`config.mk`:
```
export PLATFORM = sky130hd
export DESIGN_NAME = mem_access_stage
export DESIGN_NICKNAME = d
export VERILOG_FILES = /design/src/rtl/mem_access_stage_pkg.sv /design/src/rtl/mem_access_stage_ctrl_decode.sv /design/src/rtl/mem_access_stage.sv
export SDC_FILE = /design/constraint.sdc
export NUM_CORES = 1
export LEC_CHECK = 0
export ABC_AREA = 0
export CAP_MARGIN = 25
export CORE_ASPECT_RATIO = 0.7
export CORE_MARGIN = 10
export CORE_UTILIZATION = 47
export DETAILED_ROUTE_END_ITERATION = 8
export PLACE_DENSITY = 0.85
export SLEW_MARGIN = 20
export SYNTH_ARGS = -nofsm -noshare
export SYNTH_HDL_FRONTEND = slang
export SYNTH_SLANG_ARGS = --single-unit
```
`constraint.sdc`:
```
create_clock -name clk -period 3.3 [get_ports clk]
set_clock_uncertainty 0.05 [all_clocks]
set_input_delay 0.33 -clock clk [delete_from_list [all_inputs] [get_ports clk]]
set_output_delay 0.33 -clock clk [all_outputs]
set_load 0.01 [all_outputs]
```
`src/rtl/mem_access_stage_pkg.sv`:
```
// rtl/mem_access_stage_pkg.sv - shared CPU package: memory-stage state encoding and defaults
package mem_access_stage_pkg;

  typedef enum logic [1:0] {
    ST_IDLE   = 2'd0,
    ST_ACCESS = 2'd1,
    ST_DONE   = 2'd2
  } mem_state_e;

  localparam int unsigned TIMEOUT_DEFAULT = 255;

  // Byte loads return the lane picked by the address LSB, zero-extended.
  function automatic logic [15:0] lane_select(input logic [15:0] data, input logic hi_lane);
    return hi_lane ? {8'h00, data[15:8]} : {8'h00, data[7:0]};
  endfunction

endpackage

```
`src/rtl/mem_access_stage_ctrl_decode.sv`:
```
// rtl/mem_access_stage_ctrl_decode.sv - extracts memory-access flags from the control word
module ctrl_decode (
  input  logic [32:0] ctrl_word,
  output logic        mem_read_b,
  output logic        mem_read_w,
  output logic        mem_write_b,
  output logic        mem_write_w
);

  localparam int MEM_READ_B_BIT  = 20;
  localparam int MEM_READ_W_BIT  = 21;
  localparam int MEM_WRITE_B_BIT = 22;
  localparam int MEM_WRITE_W_BIT = 23;

  assign mem_read_b  = ctrl_word[MEM_READ_B_BIT];
  assign mem_read_w  = ctrl_word[MEM_READ_W_BIT];
  assign mem_write_b = ctrl_word[MEM_WRITE_B_BIT];
  assign mem_write_w = ctrl_word[MEM_WRITE_W_BIT];

  // Remaining fields belong to other stages.
  logic unused_bits;
  assign unused_bits = ^{ctrl_word[32:24], ctrl_word[19:0]};

endmodule

```
`src/rtl/mem_access_stage.sv`:
```
// rtl/mem_access_stage.sv - pipeline memory stage: bus load/store with timeout and fault pulses
module mem_access_stage
  import mem_access_stage_pkg::*;
#(
  parameter int unsigned TIMEOUT_CYCLES = TIMEOUT_DEFAULT
) (
  input  logic        clk,
  input  logic        rst_n,
  input  logic        valid_in,
  input  logic [15:0] pc_in,
  input  logic [15:0] imm_in,
  input  logic [32:0] control_signals_in,
  input  logic [15:0] addr_in,
  input  logic [15:0] wdata_in,
  output logic        bus_req,
  output logic        bus_we,
  output logic        bus_byte,
  output logic [15:0] bus_addr,
  output logic [15:0] bus_wdata,
  input  logic [15:0] bus_rdata,
  input  logic        bus_ack,
  output logic        stall,
  output logic        valid_out,
  output logic [15:0] memData_out,
  output logic [32:0] control_signals_out,
  output logic [15:0] pc_out,
  output logic [15:0] imm_out,
  output logic        bus_err
);

  localparam logic [7:0] WAIT_LAST = 8'(TIMEOUT_CYCLES - 1);

  mem_state_e  state_q, state_d;
  logic [7:0]  wait_cnt_q, wait_cnt_d;
  logic        valid_out_q, valid_out_d;
  logic        bus_req_q, bus_req_d;
  logic        bus_we_q, bus_we_d;
  logic        bus_byte_q, bus_byte_d;
  logic        bus_err_q, bus_err_d;
  logic [15:0] bus_addr_q, bus_addr_d;
  logic [15:0] bus_wdata_q, bus_wdata_d;
  logic [15:0] addr_q, addr_d;
  logic [15:0] mem_data_q, mem_data_d;
  logic [15:0] pc_q, pc_d;
  logic [15:0] imm_q, imm_d;
  logic [32:0] ctrl_q, ctrl_d;

  logic rd_b, rd_w, wr_b, wr_w;
  logic is_read, is_write, any_mem, byte_sz;

  ctrl_decode u_ctrl_decode (
    .ctrl_word   (control_signals_in),
    .mem_read_b  (rd_b),
    .mem_read_w  (rd_w),
    .mem_write_b (wr_b),
    .mem_write_w (wr_w)
  );

  assign is_read  = rd_b | rd_w;
  assign is_write = wr_b | wr_w;
  assign any_mem  = is_read | is_write;
  // A write wins over a read; any W flag of the chosen direction makes it a word access.
  assign byte_sz  = is_write ? (wr_b & ~wr_w) : (rd_b & ~rd_w);

  assign stall = (state_q == ST_ACCESS) || ((state_q == ST_IDLE) && valid_in && any_mem);

  always_comb begin
    state_d     = state_q;
    wait_cnt_d  = wait_cnt_q;
    valid_out_d = 1'b0;
    bus_err_d   = 1'b0;
    bus_req_d   = bus_req_q;
    bus_we_d    = bus_we_q;
    bus_byte_d  = bus_byte_q;
    bus_addr_d  = bus_addr_q;
    bus_wdata_d = bus_wdata_q;
    addr_d      = addr_q;
    mem_data_d  = mem_data_q;
    pc_d        = pc_q;
    imm_d       = imm_q;
    ctrl_d      = ctrl_q;

    case (state_q)
      ST_IDLE: begin
        if (valid_in) begin
          pc_d   = pc_in;
          imm_d  = imm_in;
          ctrl_d = control_signals_in;
          addr_d = addr_in;
          if (!any_mem) begin
            valid_out_d = 1'b1;
            mem_data_d  = addr_in;
          end else begin
            state_d     = ST_ACCESS;
            wait_cnt_d  = 8'd0;
            bus_req_d   = 1'b1;
            bus_we_d    = is_write;
            bus_byte_d  = byte_sz;
            bus_addr_d  = byte_sz ? addr_in : {addr_in[15:1], 1'b0};
            bus_wdata_d = byte_sz ? {2{wdata_in[7:0]}} : wdata_in;
            bus_err_d   = (is_read && is_write) || (!byte_sz && addr_in[0]);
          end
        end
      end
      ST_ACCESS: begin
        if (bus_ack) begin
          state_d     = ST_DONE;
          bus_req_d   = 1'b0;
          valid_out_d = 1'b1;
          if (bus_we_q)
            mem_data_d = addr_q;
          else if (bus_byte_q)
            mem_data_d = lane_select(bus_rdata, addr_q[0]);
          else
            mem_data_d = bus_rdata;
        end else begin
          wait_cnt_d = wait_cnt_q + 8'd1;
          if (wait_cnt_q == WAIT_LAST) begin
            state_d     = ST_DONE;
            bus_req_d   = 1'b0;
            valid_out_d = 1'b1;
            mem_data_d  = 16'h0000;
            bus_err_d   = 1'b1;
          end
        end
      end
      ST_DONE: state_d = ST_IDLE;
      default: state_d = ST_IDLE;
    endcase
  end

  always_ff @(posedge clk or negedge rst_n) begin
    if (!rst_n) begin
      state_q     <= ST_IDLE;
      wait_cnt_q  <= 8'd0;
      valid_out_q <= 1'b0;
      bus_req_q   <= 1'b0;
      bus_we_q    <= 1'b0;
      bus_byte_q  <= 1'b0;
      bus_err_q   <= 1'b0;
      bus_addr_q  <= 16'h0000;
      bus_wdata_q <= 16'h0000;
      addr_q      <= 16'h0000;
      mem_data_q  <= 16'h0000;
      pc_q        <= 16'h0000;
      imm_q       <= 16'h0000;
      ctrl_q      <= 33'h0;
    end else begin
      state_q     <= state_d;
      wait_cnt_q  <= wait_cnt_d;
      valid_out_q <= valid_out_d;
      bus_req_q   <= bus_req_d;
      bus_we_q    <= bus_we_d;
      bus_byte_q  <= bus_byte_d;
      bus_err_q   <= bus_err_d;
      bus_addr_q  <= bus_addr_d;
      bus_wdata_q <= bus_wdata_d;
      addr_q      <= addr_d;
      mem_data_q  <= mem_data_d;
      pc_q        <= pc_d;
      imm_q       <= imm_d;
      ctrl_q      <= ctrl_d;
    end
  end

  assign bus_req             = bus_req_q;
  assign bus_we              = bus_we_q;
  assign bus_byte            = bus_byte_q;
  assign bus_addr            = bus_addr_q;
  assign bus_wdata           = bus_wdata_q;
  assign bus_err             = bus_err_q;
  assign valid_out           = valid_out_q;
  assign memData_out         = mem_data_q;
  assign control_signals_out = ctrl_q;
  assign pc_out              = pc_q;
  assign imm_out             = imm_q;

endmodule
```
Word level (Yosys, flattened, before mapping)
Cells that the tools add are included.

word-level totals
  flip-flop bits (word level) = 144
  input bits = 117
  output and inout port bits = 119
  word-level logic and storage cells = 78

cells by class
  add/subtract/negate cells = 1
  equality and inequality tests = 7
  multiplexer cells = 34
  bitwise operators = 7
  reduce and logical (&&, ||, !) cells = 15

operator list
  kind                   count
  $mux W16               7
  $mux W8                4
  $pmux W16 S2           1
  $pmux W8 S2            1
  $mux W1                13
  $reduce_and A4 Y1      3
  $add A8 B1 Y8 const B  1
  $eq A8 B8 Y1 const B   1
  $mux W2                4
  $ne A2 B2 Y1 const B   4
  $pmux W1 S2            3
  $reduce_and A3 Y1      2
  $logic_and A1 B1 Y1    4
  $pmux W2 S2            1
  $ne A3 B2 Y1 const B   1
  $or A1 B1 Y1           3
  $and A1 B1 Y1          2
  $eq A2 B1 Y1 const B   1
  $logic_not A2 Y1       1
  $logic_or A1 B1 Y1     2
  $not A1 Y1             2
  $reduce_and A2 Y1      1
  $reduce_bool A2 Y1     1
  $logic_not A1 Y1       1

Depth between registers and ports, before layout
Gate-level depths: netlist of the first run.

  depth after elaboration = 9
  depth in mapped cells = 7
  depth with buffers taken out = 6

Hierarchy
Synthesis of the first run repeated with hierarchy kept, for this count alone.

unflattened totals
  cells, all modules = 669
  area total of the unflattened synthesis = 6,132.1 um^2

by module, submodules not included
  module            times used  cells an instance  area each (um^2)  seq. area each (um^2)
  mem_access_stage  1           665                6,102.1           3,603.5
  ctrl_decode       1           4                  30.0              0.0

Worst setup path before layout of the first run
No wires, ideal clock.

  path type = reg2reg
  from = register state_q[1]
  to = register mem_data_q[0], in the netlist memData_out[0]
  library setup time = 125 ps
  data arrival time = 1,570 ps
  required time = 3,125 ps
  path slack = 1,555 ps
  cell stages (with the launch flop) = 6
  buffers on the path = 1
  period minus slack after synthesis = 1,745 ps
  cell sequence = dfrtp_1 -> or3b_2 -> o21ai_2 -> nor2_2 -> buf_6 -> mux2_4

on the way
  cells in the longest elaborated chain, start to end = 3
  elaborated cells on any way between the ends = 8
  classes of those cells = 4 x eq/ne; 1 x mux; 3 x reduce/logical

RTL lines
  element                                                      line                     source
  from (decl)                                                  mem_access_stage.sv:33   mem_state_e state_q, state_d;
  from (signal assigned)                                       mem_access_stage.sv:149  state_q <= state_d;
  $eq A2 B1 Y1 or $logic_not A2 Y1 (tied branches)             mem_access_stage.sv:83   case (state_q)
  $ne A3 B2 Y1 (no source line), or another cell as far along  -
  $reduce_and A4 Y1 (no source line)                           -
  to (signal assigned)                                         mem_access_stage.sv:159  mem_data_q <= mem_data_d;
  to (decl)                                                    mem_access_stage.sv:43   logic [15:0] mem_data_q, mem_data_d;

Several ways; a longest one is shown, not always the timed one.
A chain may end at the register's enable or synchronous reset.

Worst setup path in the final report of the first run
  from = input control_signals_in[20]
  to = output stall

on the way
  cells in the longest elaborated chain, start to end = 4

RTL lines
  element              line                    source
  from (decl)          mem_access_stage.sv:12  input logic [32:0] control_signals_in,
  $or A1 B1 Y1         mem_access_stage.sv:59  assign is_read = rd_b | rd_w;
  $or A1 B1 Y1         mem_access_stage.sv:61  assign any_mem = is_read | is_write;
  $logic_and A1 B1 Y1  mem_access_stage.sv:65  assign stall = (state_q == ST_ACCESS) || ((state_q == ST_IDLE) && valid_in && any_mem);
  $logic_or A1 B1 Y1   mem_access_stage.sv:65
  to (decl)            mem_access_stage.sv:22  output logic stall,

No other way between the ends.

==> reports/metrics.yaml, run 1 <==
run_status:
  status: "complete, no violations"
critical_path:
  path_class: "in2out"
  startpoint: "control_signals_in[20]"
  cp_max_fo: 4
  rr_startpoint: "wait_cnt_q[0]"
  startpoint_type: "primary input"
  crit_arrival_ns: 2.09
  required_ns: 2.92
  cp-end-kind: "output port"
  r2r_slack_ns: 1.21
drt:
  wl_per_cell_um: 18.3
  drc: 0
  routed_wirelength_um: 19500
  drtIter0Drc: 355
  num_vias: 5442
  via_per_inst: 5.09
  dr.pass1.iters: 4
  ant_nets: 0
power_and_ir_drop:
  vdd_ir_drop_max_mv: 0.437
  power_uw: 7870
  p_sw_frac: 0.333
  seq_power_share: 0.371
  switchingPower_uw: 2620
  powerDensity_nw_per_um2: 857
  p_int_uw: 5250
  p_leak_uw: 0.00444
  clockPowerShare: 0.247
  combPwrFrac: 0.383
clocking:
  clock-sinks: 144
  post_cts_resized: 0
  cts_max_path_buffers: 2
  cts_root_buffer: "clkbuf_16"
  cts_made_buffers: 17
  clkTransAtPathRegs_ns: 0.06
  postCtsSetupBuffers: 0
  cts_tree: "built"
  clock_latency_ns: 0.40
  h-tree-depth: 4
yosys:
  syn_inst: 668
  ys_seq_elements: 144
  synth_seq_area_share: 0.592
  synthFlopType: "dfrtp_1"
  async_reset_ff_frac: 1.00
  yosysWarnings: 0
  synth-edff-count: 0
  avgSynthCellArea_um2: 9.11
  ys_types: 38
  synth_area_um2: 6080
  synth_fp_nets: 787
timing:
  rsz0062_at_grt: "false"
  slew_viol_final: 0
  relSlewSlack: 0.396
  fmax_ghz: 0.405
  setup_violations: 0
  tightest_slew_ns: 0.906
  fin_crit_sh: 0.749
  period_minus_slack_ns: 2.47
  tns_ns: 0
  hold_viol: 0
finish:
  drive_above_1_share: 0.0705
  area_growth_pct: 51.0
  nNetsFinal: 1015
  diodes: 0
die:
  initial_core_util: 0.485
  core_um2: 12500
  io_pins: 236
  rows: 34
  fp.dieH_um: 115
  dieWidth_um: 156
  dieArea_um2: 18000
hold_path:
  hold_start: "control_signals_in[14]"
  hold_path.class: "in2reg"
placed_design:
  dp_hpwl_um: 14200
  place.gp.congestion: 0.845
  portBuffers: 235
global_routing:
  grt_pass1_wl_um: 31000
  antenna_found_initial: 0
  grt_pass1_vias: 5661
  gr-usage-all-layers: 0.217
  grt_max_degree: 84
  grt_remaining_overflow: 0
job:
  cap_viol_max_count: 0
-- layout make-up --
type	count	area (um2)
clock buffers	19	433
inverters	4	15.0
clock inverters	12	161
repair buffers	246	2450
well taps	162	203
flip-flops and latches	144	3600
multi-input cells	483	2320
fillers	922	3360
-- worst paths after layout --
check                                               end  cells after the start
worst min-delay path            control_signals_out[14]                      3
max in group asynchronous                  bus_addr[13]                      3
worst max register to register          memData_out[12]                      7
min in group asynchronous                     addr_q[4]                      2
worst min register to register              bus_addr[0]                      2
worst max-delay path                              stall                      5
-- kinds of logic after synthesis --
| logic type | after synthesis | share of synthesized area |
|---|---|---|
| multiplexers | 24 | 0.0483 |
| XOR/XNOR | 3 | 0.00432 |
| buffers and inverters | 41 | 0.0274 |
| flip-flops | 144 | 0.592 |
| AO/OA/AOI/OAI | 55 | 0.0582 |
| adder cells (fa/ha/maj) | 2 | 0.00411 |
| AND/OR/NAND/NOR | 399 | 0.265 |
-- placed cells by master (no fill, tap or decap), drive strengths merged, types with 3 or more instances in the layout --
master	Yosys	layout
nand4	4	4
nor3b	3	3
and3	9	9
nand2	348	348
clkinvlp	0	6
mux2i	8	8
nand3	5	5
dfrtp	144	144
mux2	16	16
a211oi	8	8
buf	9	11
o21ai	23	23
bufinv	0	3
a21oi	3	3
inv	4	6
nor2	11	11
clkdlybuf4s50	0	234
nor2b	8	8
o31ai	9	9
a22oi	7	7
xor2	3	3
clkbuf	28	19
-- cells in the mapped netlist, types with 2 or more instances --
library cell / n / area share
mux2_4: 9 / 0.022
xor2_1: 3 / 0.0043
nor2_1: 10 / 0.0062
nor3b_1: 3 / 0.0037
o21ai_0: 22 / 0.018
nand3_1: 5 / 0.0041
inv_1: 4 / 0.0025
dfrtp_1: 144 / 0.59
ha_1: 2 / 0.0041
buf_2: 4 / 0.0033
a211oi_1: 8 / 0.0099
nor2b_1: 8 / 0.0082
nand4_1: 4 / 0.0041
o311ai_0: 2 / 0.0029
nand2b_1: 2 / 0.0021
buf_1: 4 / 0.0025
o31ai_1: 9 / 0.011
mux2i_1: 8 / 0.013
a21oi_1: 3 / 0.0025
a22oi_1: 7 / 0.0086
mux2_2: 7 / 0.013
clkbuf_1: 28 / 0.017
and3_1: 9 / 0.0093
nand4b_1: 2 / 0.0029
nand2_1: 348 / 0.21
-- layer usage --
metal / wire length (um) / GRT usage
met1: 8170 / 0.268
met2: 8460 / 0.327
met3: 2670 / 0.120
met4: 226 / 0.0508
met5: 0 / 0
-- registers in the layout (all words and copies together) (netlist names) --
register             flops
control_signals_out     33
addr_q                  16
bus_addr                16
bus_wdata               16
imm_out                 16
memData_out             16
pc_out                  16
wait_cnt_q               8
state_q                  2
bus_byte                 1
bus_err                  1
bus_req                  1
bus_we                   1
valid_out                1
-- power by group through the flow --
| stage | Sequential, uW | Combinational, uW | Clock (uW) |
|---|---|---|---|
| after floorplan | 3110 | 1040 | 0 |
| after detailed placement | 2930 | 3040 | 0 |
| after global routing | 3010 | 3300 | 2050 |
| after CTS | 2910 | 3060 | 1970 |
| after global placement | 2910 | 2970 | 0 |
| final | 2920 | 3010 | 1940 |
-- repair_timing --
action                                 4_1_cts  5_1_grt
setup endpoints to repair                    0        0
hold buffers                                 1        0
endpoints found under the hold margin       76        0
-- worst max-delay path: stages --
cell and delay [ns]:
clkdlybuf4s50_1 0.48, or4_4 0.60, nand2_2 0.10, nand2_1 0.05
clkdlybuf4s50_1 0.53
-- metrics by stage --
stage	util	setup WS [ns]	instance area (um2)	std cells	hold WS [ns]
after CTS	0.732	0.827	9190	1070	0.385
after floorplan	-	1.55	6080	668	-0.0156
after global placement	0.683	0.722	8570	1037	0.364
after global routing	0.732	0.776	9190	1070	0.402
after detailed placement	0.684	0.830	8580	1038	0.368
final	0.732	0.828	9190	1070	0.396
(Power assumes the default switching activity.)
==> run 2, diff against run 1 <==
Settings changed: CORE_UTILIZATION 47 to 40, PLACE_DENSITY 0.85 to 0.77.
Clock period 3.3 ns to 2 ns, I/O delays scaled along.
==> run 2 against run 1 <==
Worst hold slack got worse by 0.13 ns. Sequential share of layout area fell by 1.2 points. Clock-buffer cell count did not move. Non-clock buffer count rose by 21. First-iteration DRC count fell by 3.7%. Total power rose by 68%. Via count rose by 1.0%. Critical path depth did not move. Setup slack got worse by 0.75 ns. Wire length rose by 1.7%. Die area rose by 15%. Design area rose by 3.1%. Critical endpoint unchanged.
==> reports/metrics.yaml, run 2 (synthesis results as in run 1) <==
critical_path:
  path_class: "in2out"  # unchanged
  startpoint_type: "primary input"  # unchanged
  r2r_slack_ns: 0.10  # was 1.21 ns
  cp_max_fo: 3  # was 4
  required_ns: 1.75  # was 2.92 ns
  crit_arrival_ns: 1.67  # was 2.09 ns
  rr_startpoint: "state_q[1]"  # was wait_cnt_q[0]
  rr_worst_depth: 5  # was 7
  cp-end-kind: "output port"  # unchanged
  r2r_end: "wait_cnt_q[3]"  # was memData_out[12]
finish:
  drive_above_1_share: 0.0915  # was 0.0705
  diodes: 0  # unchanged
  regArea_um2: 3600  # unchanged
  multi_input_area_um2: 2330  # was 2320 um2
  area_growth_pct: 55.7  # was 51.0%
  nNetsFinal: 1036  # was 1015
  mostFrequentLayoutCells: "347 x nand2_1, 233 x clkdlybuf4s50_1, 144 x dfrtp_1"  # was 347 x nand2_1, 234 x clkdlybuf4s50_1, 144 x dfrtp_1
  fin_cells: 1124  # was 1070
  fillerInstances: 1208  # was 922
  layout_commonest_cell: "nand2_1"  # unchanged
  largest_register_ff_count: 33  # unchanged
run_status:
  status: "complete, no violations"  # unchanged
timing:
  relSlewSlack: 0.403  # was 0.396
  period_minus_slack_ns: 1.92
  slew_viol_final: 0  # unchanged
  fin_crit_sh: 0.961
  rsz0062_at_grt: "false"  # unchanged
  fmax_ghz: 0.520
  hold_viol: 0  # unchanged
  tightest_slew_ns: 0.895  # was 0.906 ns
  setup_violations: 0  # unchanged
power_and_ir_drop:
  p_leak_uw: 0.00460  # was 0.00444 uW
  power_uw: 13200  # was 7870 uW
  vdd_ir_drop_max_mv: 0.655  # was 0.437 mV
  powerDensity_nw_per_um2: 1400  # was 857 nW/um2
placed_design:
  dp.cells: 1091  # was 1038
  dp_hpwl_um: 14800  # was 14200 um
  portBuffers: 235  # unchanged
  place.gp.congestion: 0.797  # was 0.845
clocking:
  cts_max_path_buffers: 2  # unchanged
  cts_made_buffers: 17  # unchanged
  clkTransAtPathRegs_ns: 0.06  # about the same
  cts_tree: "built"  # unchanged
  clock_latency_ns: 0.40  # about the same
  h-tree-depth: 4  # unchanged
  cts_root_buffer: "clkbuf_16"  # unchanged
  clock-sinks: 144  # unchanged
drt:
  via_per_inst: 4.89  # was 5.09
  drtIter0Drc: 342  # was 355
  routed_wirelength_um: 19900  # was 19500 um
  ant_nets: 0  # unchanged
  drc: 0  # unchanged
  dr.pass1.iters: 4  # unchanged
  num_vias: 5498  # was 5442
  wl_per_cell_um: 17.7  # was 18.3 um
die:
  fp.dieH_um: 123  # was 115 um
  rows: 37  # was 34
  io_pins: 236  # unchanged
  dieArea_um2: 20600  # was 18000 um2
  initial_core_util: 0.411  # was 0.485
  dieWidth_um: 167  # was 156 um
  core_um2: 14800  # was 12500 um2
global_routing:
  grt_remaining_overflow: 0  # unchanged
  met1_usage: 0.239  # was 0.268
  grt_pass1_vias: 5628  # was 5661
  grtUsageMet2: 0.284  # was 0.327
  gr-usage-all-layers: 0.192  # was 0.217
  antenna_found_initial: 0  # unchanged
  top_usage_layer: "met2"  # unchanged
  grt_pass1_wl_um: 31700  # was 31000 um
  grtUsageMet3: 0.109  # was 0.120
  grt_max_degree: 84  # unchanged
hold_path:
  hold_path.class: "in2async"  # was in2reg
job:
  cap_viol_max_count: 0  # unchanged
## run 2: changes by cell type in the layout (fill, tap and decap cells not counted), sizes merged
cell | previous run | this run
buf | 11 | 32
bufinv | 3 | 4
clkdlybuf4s50 | 234 | 233
clkinv | 1 | 2
clkinvlp | 6 | 2
dlygate4sd2 | 0 | 1
inv | 6 | 8
## run 2: per-stage QoR
step           TNS (ns)   util  hold WS, ns  cell area [um2]  worst slack, ns
6_report              0  0.639        0.261             9470           0.0772
5_1_grt               0  0.639        0.251             9470           0.0110
4_1_cts               0  0.638        0.247             9450           0.0686
3_5_place_dp      -5.48  0.595        0.129             8810           -0.366
3_3_place_gp      -4.88  0.595        0.132             8810           -0.327
2_1_floorplan         0      -       -0.146             6080            0.255
## run 2: report_power, final
group          total, uW  switching [uW]  internal [uW]
Clock               3330            1240           2090
Combinational       5170            2390           2780
Sequential          4740             695           4050
Total              13200            4320           8920
## run 2: layout make-up
cell class | count | area share
clock buffers | 19 | 0.0457
repair buffers | 267 | 0.281
multi-input cells | 483 | 0.246
inverters | 4 | 0.00159
clock inverters | 12 | 0.0190
well taps | 195 | 0.0258
flip-flops and latches | 144 | 0.380
## run 2: what timing repair did
action	CTS	global route
gates cloned	0	0
endpoints found under the hold margin	45	0
pin swaps	0	1
hold buffers	1	0
buffers inserted	0	1
gates resized for setup	3	1
endpoints found under the setup margin	17	10
## run 2: worst max path at each step
| stage | from | to | slack (ns) | cells after the start |
|---|---|---|---|---|
| after global placement | valid_in | memData_out[9] | -0.33 | 5 |
| after CTS | state_q[1] | wait_cnt_q[3] | 0.07 | 5 |
| after detailed placement | control_signals_in[21] | memData_out[15] | -0.37 | 5 |
| after floorplan | state_q[1] | memData_out[0] | 0.25 | 5 |
| after global routing | control_signals_in[20] | stall | 0.01 | 5 |
| final | control_signals_in[20] | stall | 0.08 | 5 |
## run 2: critical path, stage by stage
cell and delay (ns):
clkdlybuf4s50_1 0.42, or4_4 0.58, nand2_2 0.10, nand2_1 0.05, dlygate4sd2_1 0.31
## run 2: per-layer routing
metal | wire, um | share of wire | up-vias
li1 | - | - | 2637
met1 | 8420 | 0.42 | 2618
met2 | 8640 | 0.43 | 229
met3 | 2600 | 0.13 | 14
met4 | 210 | 0.011 | 0
met5 | 0 | 0 | -
